===== config.mk =====
export PLATFORM = sky130hd
export DESIGN_NAME = qdi_tx
export DESIGN_NICKNAME = d
export VERILOG_FILES = /design/src/rtl/qdi_tx_pkg.sv /design/src/rtl/ack_sync.sv /design/src/rtl/qdi_tx.sv
export SDC_FILE = /design/constraint.sdc
export NUM_CORES = 1
export LEC_CHECK = 0
export ABC_AREA = 1
export CORE_MARGIN = 2
export CORE_UTILIZATION = 49
export DETAILED_ROUTE_END_ITERATION = 8
export PLACE_DENSITY = 0.8
export SLEW_MARGIN = 0
export SYNTH_ARGS = -nofsm -noshare
export SYNTH_HDL_FRONTEND = slang
export SYNTH_SLANG_ARGS = --single-unit

===== constraint.sdc =====
create_clock -name clk -period 1.6 [get_ports clk]
set_clock_uncertainty 0.1 [all_clocks]
set_input_delay 0.32 -clock clk [delete_from_list [all_inputs] [get_ports clk]]
set_output_delay 0.32 -clock clk [all_outputs]
set_load 0.01 [all_outputs]

===== src/rtl/qdi_tx_pkg.sv =====
// Shared definitions for the synchronous-to-QDI 1-of-4 transmitter.
package qdi_tx_pkg;

  localparam int unsigned DefaultDw   = 32;
  localparam int unsigned DefaultScn  = DefaultDw / 2;
  localparam int unsigned DefaultSync = 2;
  localparam int unsigned CntW        = 16;

  // Dibit value carried by each rail of a 1-of-4 sub-channel.
  localparam logic [1:0] RailZero  = 2'd0;
  localparam logic [1:0] RailOne   = 2'd1;
  localparam logic [1:0] RailTwo   = 2'd2;
  localparam logic [1:0] RailThree = 2'd3;

  typedef enum logic [1:0] {
    StIdle,
    StData,
    StRtz
  } qdi_state_e;

endpackage


===== src/rtl/ack_sync.sv =====
// N-bit multi-stage synchronizer with async clear, plus a flag that rises once
// the last stage holds a real sample taken after reset release.
module ack_sync #(
  parameter int unsigned N    = 16,
  parameter int unsigned SYNC = 2
) (
  input  logic         clk_i,
  input  logic         rst_ni,
  input  logic [N-1:0] d_i,
  output logic [N-1:0] q_o,
  output logic         settled_o
);

  logic [SYNC-1:0][N-1:0] sync_q;
  logic [SYNC-1:0]        fill_q;

  always_ff @(posedge clk_i or negedge rst_ni) begin
    if (!rst_ni) begin
      sync_q <= '0;
      fill_q <= '0;
    end else begin
      sync_q <= {sync_q[SYNC-2:0], d_i};
      fill_q <= {fill_q[SYNC-2:0], 1'b1};
    end
  end

  assign q_o       = sync_q[SYNC-1];
  assign settled_o = fill_q[SYNC-1];

endmodule


===== src/rtl/qdi_tx.sv =====
// Transmits synchronous words onto 1-of-4 QDI rails using a 4-phase handshake
// with per-sub-channel acks synchronized into the clock domain.
module qdi_tx
  import qdi_tx_pkg::*;
#(
  parameter int unsigned DW   = DefaultDw,
  parameter int unsigned SCN  = DW / 2,
  parameter int unsigned SYNC = DefaultSync
) (
  input  logic            clk,
  input  logic            rst_n,
  input  logic [DW-1:0]   in_data,
  input  logic            in_eof,
  input  logic            in_valid,
  output logic            in_ready,
  output logic [SCN-1:0]  o0,
  output logic [SCN-1:0]  o1,
  output logic [SCN-1:0]  o2,
  output logic [SCN-1:0]  o3,
  output logic            o4,
  input  logic [SCN-1:0]  oa,
  output logic [CntW-1:0] tx_cnt
);

  qdi_state_e     state_q;
  logic           xfer_q;
  logic [SCN-1:0] oa_sync;
  logic           sync_ok;
  logic           ack_all;
  logic           ack_none;
  logic [SCN-1:0] enc0, enc1, enc2, enc3;

  ack_sync #(
    .N    (SCN),
    .SYNC (SYNC)
  ) u_ack_sync (
    .clk_i     (clk),
    .rst_ni    (rst_n),
    .d_i       (oa),
    .q_o       (oa_sync),
    .settled_o (sync_ok)
  );

  assign ack_all  = &oa_sync;
  // Cleared sync flops read as "no ack"; wait for real samples before trusting that.
  assign ack_none = ~|oa_sync & sync_ok;

  always_comb begin
    enc0 = '0;
    enc1 = '0;
    enc2 = '0;
    enc3 = '0;
    for (int unsigned k = 0; k < SCN; k++) begin
      enc0[k] = (in_data[2*k +: 2] == RailZero);
      enc1[k] = (in_data[2*k +: 2] == RailOne);
      enc2[k] = (in_data[2*k +: 2] == RailTwo);
      enc3[k] = (in_data[2*k +: 2] == RailThree);
    end
  end

  // xfer_q marks an RTZ that follows a real data phase, so only those are counted.
  always_ff @(posedge clk or negedge rst_n) begin
    if (!rst_n) begin
      state_q  <= StRtz;
      xfer_q   <= 1'b0;
      in_ready <= 1'b0;
      o0       <= '0;
      o1       <= '0;
      o2       <= '0;
      o3       <= '0;
      o4       <= 1'b0;
      tx_cnt   <= '0;
    end else begin
      unique case (state_q)
        StIdle: begin
          if (in_valid) begin
            o0       <= enc0;
            o1       <= enc1;
            o2       <= enc2;
            o3       <= enc3;
            o4       <= in_eof;
            in_ready <= 1'b0;
            state_q  <= StData;
          end
        end
        StData: begin
          if (ack_all) begin
            o0      <= '0;
            o1      <= '0;
            o2      <= '0;
            o3      <= '0;
            o4      <= 1'b0;
            xfer_q  <= 1'b1;
            state_q <= StRtz;
          end
        end
        StRtz: begin
          if (ack_none) begin
            if (xfer_q) begin
              tx_cnt <= tx_cnt + 1'b1;
            end
            xfer_q   <= 1'b0;
            in_ready <= 1'b1;
            state_q  <= StIdle;
          end
        end
        default: begin
          state_q <= StRtz;
        end
      endcase
    end
  end

endmodule


* Yosys cells after proc, flatten, opt, wreduce, memory -nomap -nowiden
Index checks and enable logic that the tools add are counted.
** Word-level totals
- Bits in registers :: 119
- Output and inout bits :: 82
- Word-level logic and storage cells :: 117
** Cells by class
- Add/sub/neg operators :: 1
- Equal/unequal tests :: 53
- Muxes and demuxes :: 22
- Bitwise logic cells :: 1
- Reductions and logical operators :: 28
** Operators by type and width (count)
- $pmux 16 s2 :: 4
- $mux 16 :: 5
- $eq 2x2->1 const B :: 33
- $eq 2x1->1 const B :: 17
- $logic_not 2->1 :: 17
- $add 16x1->16 const B :: 1
- $reduce_and 16->1 :: 1
- $reduce_or 16->1 :: 1
- $reduce_and 3->1 :: 5
- $mux 1 :: 6
- $mux 2 :: 3
- $ne 2x2->1 const B :: 3
- $pmux 1 s2 :: 3
- $pmux 2 s3 :: 1
- $reduce_bool 2->1 :: 3
- $and 1x1->1 :: 1
- $logic_not 1->1 :: 1

* Longest topological paths before layout
Gate-level depths: netlist (run 1).
- Depth after elaboration :: 5
- Gate-level depth with buffers :: 9
- Gate-level depth less buffers :: 8

* Modules after synthesis
A second synthesis (run 1) with hierarchy kept.
** Second synthesis, totals
- Cell total of the unflattened synthesis :: 637
- Area, all modules :: 5321.4 µm²
** Modules (own cells, without submodules)
- qdi_tx :: instances 1, cells each 586, area an instance 4346.7 µm², sequential area each 2128.3 µm²
- ack_sync :: instances 1, cells each 51, area an instance 974.7 µm², sequential area each 850.8 µm²

* Worst setup path before layout (run 1)
OpenSTA, ideal clock, no wires.
- Kind :: reg-to-reg
- From :: register tx_cnt[0]
- To :: register tx_cnt[14]
- Arrival :: 1.317 ns
- Required time :: 1.383 ns
- Path slack :: 0.066 ns
- Cell stages (with the launch flop) :: 9
- Buffers on the path :: 0
- Clock period less this slack :: 1.534 ns
- Cells stage by stage :: dfrtp_1 ha_1 nand3_1 nor2_1 nand3_1 nand2_1 nand2_1 nand3_1 nand2_1
** On the way
- Word-level cells in the longest chain between the ends :: 1
** Ends and longest elaborated chain
- start: declaration :: RTL line qdi_tx.sv:22 : output logic [CntW-1:0] tx_cnt
- start signal: assignment :: RTL line qdi_tx.sv:100 : tx_cnt <= tx_cnt + 1'b1;
- $add 16x1->16 :: RTL line qdi_tx.sv:100
No other way between the ends.
A chain may end at the register's enable or synchronous reset.

* Worst setup path after layout (run 1)
- From :: register u_ack_sync.sync_q (netlist bit u_ack_sync.q_o[13])
- To :: register o0[10]
** On the way
- Word-level cells in the longest chain between the ends :: 3
** Ends and longest elaborated chain
- start: declaration :: RTL line ack_sync.sv:14 : logic [SYNC-1:0][N-1:0] sync_q;
- start signal: assignment :: RTL line ack_sync.sv:22 : sync_q <= {sync_q[SYNC-2:0], d_i};
- $reduce_and 16->1 :: RTL line qdi_tx.sv:44 : assign ack_all = &oa_sync;
- $ne 2x2->1 (no source line)
- $reduce_and 3->1 (no source line)
- end signal: assignment :: RTL line qdi_tx.sv:77 : o0 <= enc0;
- end: declaration :: RTL line qdi_tx.sv:16 : output logic [SCN-1:0] o0,
No other way between the ends.

==> summary.txt, run 1 <==
Detailed routing
  – DR vias/cell: 5.53
  – Drt drc: 0
  – Routed via count: 5332
  – Drt wl/cell: 17.2 µm
  – Initial DRC Count: 520
  – Drt pass-1 iters: 7
  – Total wire length: 16600 µm
  – Detail Route Antenna Nets: 0

Final layout
  – Share of cells above drive strength 1: 0.300
  – Nets: 864
  – Fillers: 752
  – Final Cell Area: 7890 µm²
  – Area grow syn2layout: 48.4%

Timing
  – Setup TNS: -199 ps
  – Final hold viol count: 0
  – Worst rel slew slack: 0.565
  – Setup WS post-layout: -57.5 ps
  – Fmax: 603 MHz
  – Final worst path period need: 1660 ps
  – Worst-margin pin slew: 648 ps
  – Crit share post-route: 1.04
  – Unrepaired setup endpoints after global routing: true
  – Setup violators final: 10
  – Final number of max-transition violations: 0

Die
  – # IOs: 134
  – Die area: 11700 µm²
  – Die Wd: 108 µm
  – # rows: 38
  – Area of the core: 10700 µm²
  – Die Height: 108 µm
  – Starting Density: 0.497

Power and ir drop
  – Sequential share of power: 0.359
  – Combinational power share: 0.334
  – Net Switching: 4.15 mW
  – Pint: 7.47 mW
  – Leakage: 4.10 nW
  – Sw Ratio: 0.357
  – Clk pwr share: 0.307
  – Worst vdd ir: 875 µV
  – PwrDens: 1470 nW/µm²

Logic synthesis
  – Main synth FF type: dfrtp_1
  – Mapped Cells: 630
  – Cell accounting for the most synthesized area: dfrtp_1
  – Area contributors post-synth: dfrtp_1 56%, nand2_1 15%, nand3_1 8.7%
  – Mean Syn Cell Area: 8.44 µm²
  – Synthesis-stage register bit count: 119
  – Post-synthesis cell type count: 26
  – EDFF count, synth: 0
  – Synth Net Count: 683
  – Synth async-reset ratio: 1.00
  – Seq/Total Area, Yosys: 0.560
  – Yosys top cell area share: 0.556
  – Yosys Warn Count: 0
  – Mapped Area: 5320 µm²
  – Most instantiated cells after synthesis: 215 x nand2_1, 118 x dfrtp_1, 92 x nand3_1
  – Most common cell in the netlist: nand2_1

Clock network
  – CTS tree: done
  – Clock buffer count from CTS: 17
  – Reg clk slew, reported paths: 60 ps
  – Sink Count: 119
  – H-tree levels: 4
  – Root buffer cell: clkbuf_8
  – Latest clock arrival within the worst-skew pair: 530 ps
  – Clock Path Buffers: 2

Min path
  – Worst hold stages: 1
  – Hold Path Class: in -> reg

Critical path
  – Element type at the critical path end: flop
  – Worst-path fanout max: 8
  – Worst reg2reg path depth: 9
  – Kind of critical path: reg -> reg
  – Startpoint Class: flop
  – CP Cell Sequence: nand2_1 > nor2_1 > nand2_1 > nor2_2 > nand2_4 > nand2_8 > clkbuf_16 > nand2_1 > nand2_1
  – CP peak stage delay: 380 ps
  – Most used cell along the critical path: nand2_1
  – Critical path data required time: 1960 ps
  – Slowest-stage cell, CP: dfrtp_1
  – Crit path DAT: 2020 ps

Global routing
  – Gr ovfl total: 0
  – Antenna violations before repair: 1
  – GRT Util Overall: 0.256
  – Vias in the first global route: 4778
  – Largest net degree at the start of global routing: 65
  – Global-route wire length before repair: 22900 µm

Place
  – DPL Wire Length: 9630 µm
  – IO Port Bufs: 133
  – Gpl congestion: 0.912
  – Post-DP Area: 6850 µm²

Outcome
  – Status: complete, but fails checks
  – Violated checks: negative setup slack

Job
  – Max_cap viols: 0
power by group through the flow:
stage                     clock network, mW  logic, mW  registers (mW)
final                                  3.57       3.88            4.17
after global routing                   3.77       4.17            4.24
after CTS                              3.60       3.36            4.15
after detailed placement                  0       3.58            4.19
after global placement                    0       3.50            4.17
after floorplan                           0       1.37            4.39
path summary, 6_finish.rpt:
check                                startpoint                   end  slack [ps]
hold reg to reg            u_ack_sync.sync_q[3]     u_ack_sync.q_o[3]         250
max in group asynchronous                 rst_n            state_q[1]         690
min in group asynchronous                 rst_n             tx_cnt[6]         140
hold / removal                            oa[7]  u_ack_sync.sync_q[7]         130
setup reg to reg             u_ack_sync.q_o[13]                o0[10]         -60
setup / recovery             u_ack_sync.q_o[13]                o0[10]         -60
sequential cells by signal, summed over array words and instances (netlist names):
name               count
u_ack_sync.sync_q     16
in_ready               1
o3                    16
o2                    16
u_ack_sync.q_o        16
o1                    16
tx_cnt                16
o0                    16
u_ack_sync.fill_q      2
state_q                2
xfer_q                 1
o4                     1
through the flow:
| step | utilization | power (mW) | setup slack [ps] | hold slack (ps) | std cells |
|---|---|---|---|---|---|
| finish | 0.737 | 11.6 | -57.5 | 130 | 965 |
| detailed placement | 0.640 | 7.77 | -60.8 | 153 | 891 |
| CTS | 0.707 | 11.1 | 0.254 | 111 | 944 |
| global placement | 0.640 | 7.67 | -29.3 | 154 | 891 |
| global route | 0.737 | 12.2 | -159 | 110 | 965 |
| floorplan | - | 5.76 | 66.2 | -75.6 | 630 |
layout make-up:
class / count / area [µm²] / share of cell area
clock buffers: 17 / 414 / 0.0525
flip-flops and latches: 119 / 2990 / 0.378
multi-input cells: 433 / 2280 / 0.289
well taps: 140 / 175 / 0.0222
inverters: 50 / 188 / 0.0238
clock inverters: 15 / 146 / 0.0186
repair buffers: 190 / 1700 / 0.216
diodes: 1 / 2.50 / 0.000317
critical path: cells and delay by family, from the launching register on:
family	cells	cell delay [ps]
buffers and inverters	1	170
flip-flops	1	380
AND/OR/NAND/NOR	8	930
cell usage in the layout, fill, tap and decap left out, types with 5 or more instances in the layout:
cell	n
buf_12	9
buf_2	21
buf_4	36
clkbuf_16	24
clkbuf_2	45
clkdlybuf4s15_1	12
clkdlybuf4s50_1	50
dfrtp_1	113
dfrtp_2	5
inv_1	47
nand2_1	170
nand2_2	32
nand2_4	15
nand3_1	90
nand4_1	7
nor2_1	21
nor2_2	8
nor2_4	6
nor3_1	55
nor3_2	11
what timing repair did:
item,CTS,global route
endpoints found under the hold margin,118,0
buffers inserted,20,7
gates resized for setup,205,147
pin swaps,0,35
hold buffers,1,0
endpoints found under the setup margin,96,136
cloned,0,13
layer usage:
metal / vias to the layer above / global-route usage / wire (µm)
met5: - / 0 / 0
met4: 0 / 0.113 / 836
met3: 74 / 0.0844 / 1770
met2: 307 / 0.379 / 7810
met1: 2562 / 0.344 / 6200
li1: 2389 / - / -
cell families (layout without fill, tap and decap cells):
family / count (synthesis) / after routing / share of synthesized area
AOI/OAI and AO/OA: 2 / 2 / 0.00259
xor gates and xnor gates: 7 / 7 / 0.0115
DFF: 119 / 119 / 0.560
other: 1 / 2 / 0.000706
adders and majority gates: 1 / 1 / 0.00235
and+or+nand+nor: 420 / 422 / 0.344
buffers and inverters: 80 / 272 / 0.0782
Note: power is estimated with default switching activity, not from simulation.
==> run 2, diff against run 1 <==
Settings changed: SKIP_CTS_REPAIR_TIMING from default to 1.
==> run 2 against run 1 <==
  * The flow still finishes with violations (negative setup slack)
  * Total power rose by 6.6%
  * Register-to-register slack got worse by 300 ps
  * Sequential power rose by 1%
  * Fmax fell by 15%
  * Combinational power rose by 18%
  * Hold slack got worse by 12 ps
==> summary.txt, run 2 (synthesized netlist as in run 1, its figures left out) <==
Critical path
  – CP Cell Sequence: inv_2 > nor2_4 > buf_6 > nor3_1 > nand2_4 > nand2_2
  – Worst-path fanout max: 10
  – Startpoint Class: flop
  – CP peak stage delay: 760 ps
  – Critical path data required time: 1970 ps
  – Kind of critical path: reg -> reg
  – Crit path DAT: 2330 ps
  – Slowest-stage cell, CP: nor3_1
  – Element type at the critical path end: flop

Timing
  – Setup TNS: -3000 ps
  – Worst-margin pin slew: 1000 ps
  – Final hold viol count: 0
  – Unrepaired setup endpoints after global routing: true
  – Final worst path period need: 1960 ps
  – Setup violators final: 68
  – Setup WS post-layout: -361 ps
  – Worst rel slew slack: 0.327
  – Crit share post-route: 1.23
  – Final number of max-transition violations: 0
  – Fmax: 510 MHz

Clock network
  – H-tree levels: 4
  – Latest clock arrival within the worst-skew pair: 540 ps
  – Reg clk slew, reported paths: 60 ps
  – CTS tree: done
  – Clock buffer count from CTS: 17
  – Sink Count: 119
  – Clock Path Buffers: 2
  – Root buffer cell: clkbuf_8

Final layout
  – Area grow syn2layout: 64.5%
  – Fillers: 543
  – Share of cells above drive strength 1: 0.292
  – Commonest non-fill, non-tap cell in the layout: nand2_1
  – Most frequent cells in the layout: 126 x nand2_1, 105 x dfrtp_1, 83 x nand3_1
  – Nets: 864
  – Final core occ: 0.817
  – Diode count: 0
  – Number of standard cells in the final layout excluding fillers: 964

Detailed routing
  – Detail Route Antenna Nets: 0
  – Initial DRC Count: 533
  – Drt drc: 0
  – Drt wl/cell: 20.3 µm
  – Routed via count: 5619
  – Drt pass-1 iters: 5
  – DR vias/cell: 5.83
  – Total wire length: 19600 µm

Power and ir drop
  – Sw Ratio: 0.364
  – Combinational power share: 0.370
  – Clk pwr share: 0.291
  – Worst vdd ir: 1030 µV
  – PwrDens: 1420 nW/µm²
  – Sequential share of power: 0.339
  – Pint: 7.88 mW
  – Total power: 12.4 mW
  – Leakage: 5.48 nW
  – Net Switching: 4.51 mW

Outcome
  – Status: complete, but fails checks
  – Violated checks: negative setup slack

Job
  – Max_cap viols: 0

Global routing
  – Vias in the first global route: 4673
  – Global-route wire length before repair: 22600 µm
  – Gr ovfl total: 0
  – Largest net degree at the start of global routing: 65
  – Antenna violations before repair: 1
  – GRT Util Overall: 0.251

Die
  – Starting Density: 0.497
  – Area of the core: 10700 µm²
  – Die Height: 108 µm
  – Die area: 11700 µm²
  – # rows: 38
  – # IOs: 134
  – Die Wd: 108 µm

Place
  – Placed Instances: 891
  – DPL Wire Length: 9630 µm
  – Gpl congestion: 0.912
  – IO Port Bufs: 133
  – Dpl ws: -60.8 ps

Min path
  – Hold Path Class: in -> reg
==> run 2: cell types whose count changed in the layout (fill, tap and decap cells not counted), moves of 8 or more <==
| cell | previous run | this run |
|---|---|---|
| dlymetal6s2s_1 | 0 | 79 |
| nand2_1 | 170 | 126 |
| clkbuf_2 | 45 | 3 |
| nand2_2 | 32 | 60 |
| buf_2 | 21 | 0 |
| nand2_4 | 15 | 29 |
| clkdlybuf4s15_1 | 12 | 0 |
| dfrtp_1 | 113 | 105 |
| dfrtp_2 | 5 | 13 |
==> run 2: per-layer routing <==
metal	track usage	wire length (µm)
met5	0	0
met4	0.0962	1090
met3	0.0814	2020
met2	0.378	9380
met1	0.341	7100
==> run 2: worst paths after layout <==
path / from / end / slack [ps] / depth (start not counted)
worst max register to register: state_q[0] / o0[6] / -360 / 6
min in group asynchronous: rst_n / tx_cnt[6] / 140 / 2
worst min register to register: u_ack_sync.sync_q[3] / u_ack_sync.q_o[3] / 250 / 0
worst min-delay path: oa[7] / u_ack_sync.sync_q[7] / 120 / 1
max in group asynchronous: rst_n / state_q[1] / 700 / 3
worst max-delay path: state_q[0] / o0[6] / -360 / 6
==> run 2: worst max-delay path: cells and delay by family (launching register included) <==
kind / cells / cell delay, ps
AND/OR/NAND/NOR: 4 / 1050
flip-flops: 1 / 430
buffers and inverters: 2 / 300
==> run 2: metrics by stage <==
step                      hold slack (ps)  cell area [µm²]
after global routing                  102             8740
final                                 118             8740
after CTS                            -408             7410
after global placement                154             6850
after floorplan                     -75.6             5320
after detailed placement              153             6850
==> run 2: cell type report <==
class / count / area (µm²) / share of cell area
Clock buffer: 17 / 414 / 0.0474
Multi-Input combinational cell: 434 / 2540 / 0.291
Inverter: 50 / 188 / 0.0215
Sequential cell: 119 / 3000 / 0.343
Clock inverter: 15 / 146 / 0.0167
Timing Repair Buffer: 189 / 2280 / 0.261
Tap cell: 140 / 175 / 0.0200
==> run 2: power by group through the flow <==
stage          sequential [mW]  combinational, mW  clock, mW
2_1_floorplan             4.39               1.37          0
3_3_place_gp              4.17               3.50          0
3_5_place_dp              4.19               3.58          0
4_1_cts                   4.16               3.61       3.60
5_1_grt                   4.27               4.86       3.78
6_report                  4.21               4.58       3.60
==> run 3, diff against run 2 <==
Settings changed: CORE_UTILIZATION 49 to 50, DONT_BUFFER_PORTS from default to 1, PLACE_DENSITY 0.8 to default.
==> run 3 against run 2 <==
  * The run ends with negative hold slack left
  * Worst setup slack improved by 400 ps
  * Via count decreased by 18%
  * Combinational power shrank 53%
  * Sequential share of layout area up 9.4 points
  * Critical path depth up 3
  * Die area shrank 1.9%
  * First-iteration DRC count fell by 2.3%
  * Non-clock buffer count fell by 109
  * Clock-buffer cell count rose by 4
==> summary.txt, run 3 (synthesized netlist as in run 1, its figures left out) <==
Outcome
  – Status: complete, but fails checks
  – Violated checks: negative hold slack

Critical path
  – Startpoint Class: flop
  – Critical path data required time: 1960 ps
  – Element type at the critical path end: flop
  – Crit path DAT: 1920 ps
  – Worst reg2reg path depth: 9
  – Kind of critical path: reg -> reg
  – Worst-path fanout max: 12
  – Worst R2R End: o2[11]
  – R2R setup slack: 30 ps
  – Critical R2R Launch: u_ack_sync.q_o[4]

Global routing
  – Global-route wire length before repair: 21200 µm
  – Antenna violations before repair: 0
  – Vias in the first global route: 4157
  – Gr ovfl total: 0
  – Largest net degree at the start of global routing: 120
  – GRT Util Overall: 0.243

Place
  – DPL Wire Length: 9330 µm
  – Gpl congestion: 0.895
  – Post-DP Area: 5540 µm²
  – IO Port Bufs: 0
  – Dpl ws: 62.7 ps

Detailed routing
  – Drt drc: 0
  – Initial DRC Count: 521
  – DR vias/cell: 5.46
  – Total wire length: 14600 µm
  – Drt pass-1 iters: 5
  – Detail Route Antenna Nets: 0
  – Drt wl/cell: 17.2 µm
  – Routed via count: 4632

Clock network
  – Sink Count: 119
  – Clock buffer count from CTS: 17
  – H-tree levels: 4
  – Clock Path Buffers: 2
  – Reg clk slew, reported paths: 60 ps
  – Root buffer cell: clkbuf_8
  – Latest clock arrival within the worst-skew pair: 520 ps
  – CTS tree: done

Die
  – # IOs: 134
  – Area of the core: 10300 µm²
  – Die area: 11500 µm²
  – Starting Density: 0.515
  – # rows: 37
  – Die Wd: 107 µm
  – Die Height: 107 µm

Final layout
  – Final Cell Area: 6830 µm²
  – Fillers: 837
  – Most frequent cells in the layout: 195 x nand2_1, 117 x dfrtp_1, 92 x nand3_1
  – Share of cells above drive strength 1: 0.146
  – Area grow syn2layout: 28.5%
  – Nets: 752
  – Commonest non-fill, non-tap cell in the layout: nand2_1

Timing
  – Setup WS post-layout: 34.7 ps
  – Fmax: 639 MHz
  – Setup violators final: 0
  – Final worst path period need: 1570 ps
  – Worst rel slew slack: 0.669
  – Worst-margin pin slew: 493 ps
  – Unrepaired setup endpoints after global routing: true
  – WHS: -612 ps
  – Crit share post-route: 0.978
  – Final number of max-transition violations: 0
  – Final hold viol count: 119

Power and ir drop
  – PwrDens: 1520 nW/µm²
  – Leakage: 3.43 nW
  – Worst vdd ir: 981 µV

Min path
  – Hold Path Class: in -> async

Job
  – Max_cap viols: 0
[run 3: cell count changes in the layout (fill, tap and decap cells not counted), sizes merged]
cell           before  now
clkinvlp            4    5
clkinv              5    3
nand3              95   94
dlygate4sd3         1   50
clkbuf             31   24
nand2             219  217
inv                55   51
dlymetal6s2s       79    0
buf                45   27
diode               0    1
bufinv              1    2
clkdlybuf4s50      50    0
[run 3: final cells by class]
type	instances	area, µm²	share of cell area
tap	136	170	0.0249
inverter	50	188	0.0275
clock buffer	21	439	0.0643
multi-input combinational	431	2040	0.299
clock inverter	11	125	0.0183
antenna	1	2.50	0.000366
timing repair buffer	80	881	0.129
sequential	119	2980	0.436
[run 3: worst max path at each step]
stage / slack (ps) / from / end / depth (start not counted)
floorplan: 70 / tx_cnt[0] / tx_cnt[14] / 8
global placement: 90 / state_q[1] / o0[5] / 6
detailed placement: 60 / u_ack_sync.q_o[11] / tx_cnt[6] / 9
CTS: 10 / tx_cnt[2] / tx_cnt[2] / 1
global route: -60 / u_ack_sync.q_o[14] / o2[11] / 9
finish: 30 / u_ack_sync.q_o[4] / o2[11] / 9
[run 3: power breakdown]
group | switching (mW) | internal, mW | total, mW
clock network | 1.35 | 2.25 | 3.60
logic | 1.27 | 0.881 | 2.15
registers | 0.884 | 3.71 | 4.59
total | 3.50 | 6.84 | 10.3
[run 3: routing by layer]
layer / vias to the layer above / track usage / wire, µm
met5: - / 0 / 0
met4: 0 / 0.112 / 503
met3: 44 / 0.105 / 1400
met2: 196 / 0.355 / 6880
met1: 2227 / 0.313 / 5820
li1: 2165 / - / -
[run 3: stage by stage]
stage | util | setup TNS (ps) | power (mW) | instances
floorplan | - | 0 | 5.76 | 630
global placement | 0.537 | 0 | 6.32 | 763
detailed placement | 0.537 | 0 | 6.39 | 763
CTS | 0.592 | 0 | 10.0 | 795
global route | 0.661 | -883 | 10.9 | 848
finish | 0.662 | 0 | 10.3 | 849
[run 3: worst max-delay path: stages (launching register included)]
cell       delay, ps
dfrtp_1          340
nand2_1           90
nor2_2           140
nand2_1          110
nor2_2           140
nand2_4          100
nand2_8          150
clkbuf_16        180
nand2_1           70
nand2_1           80
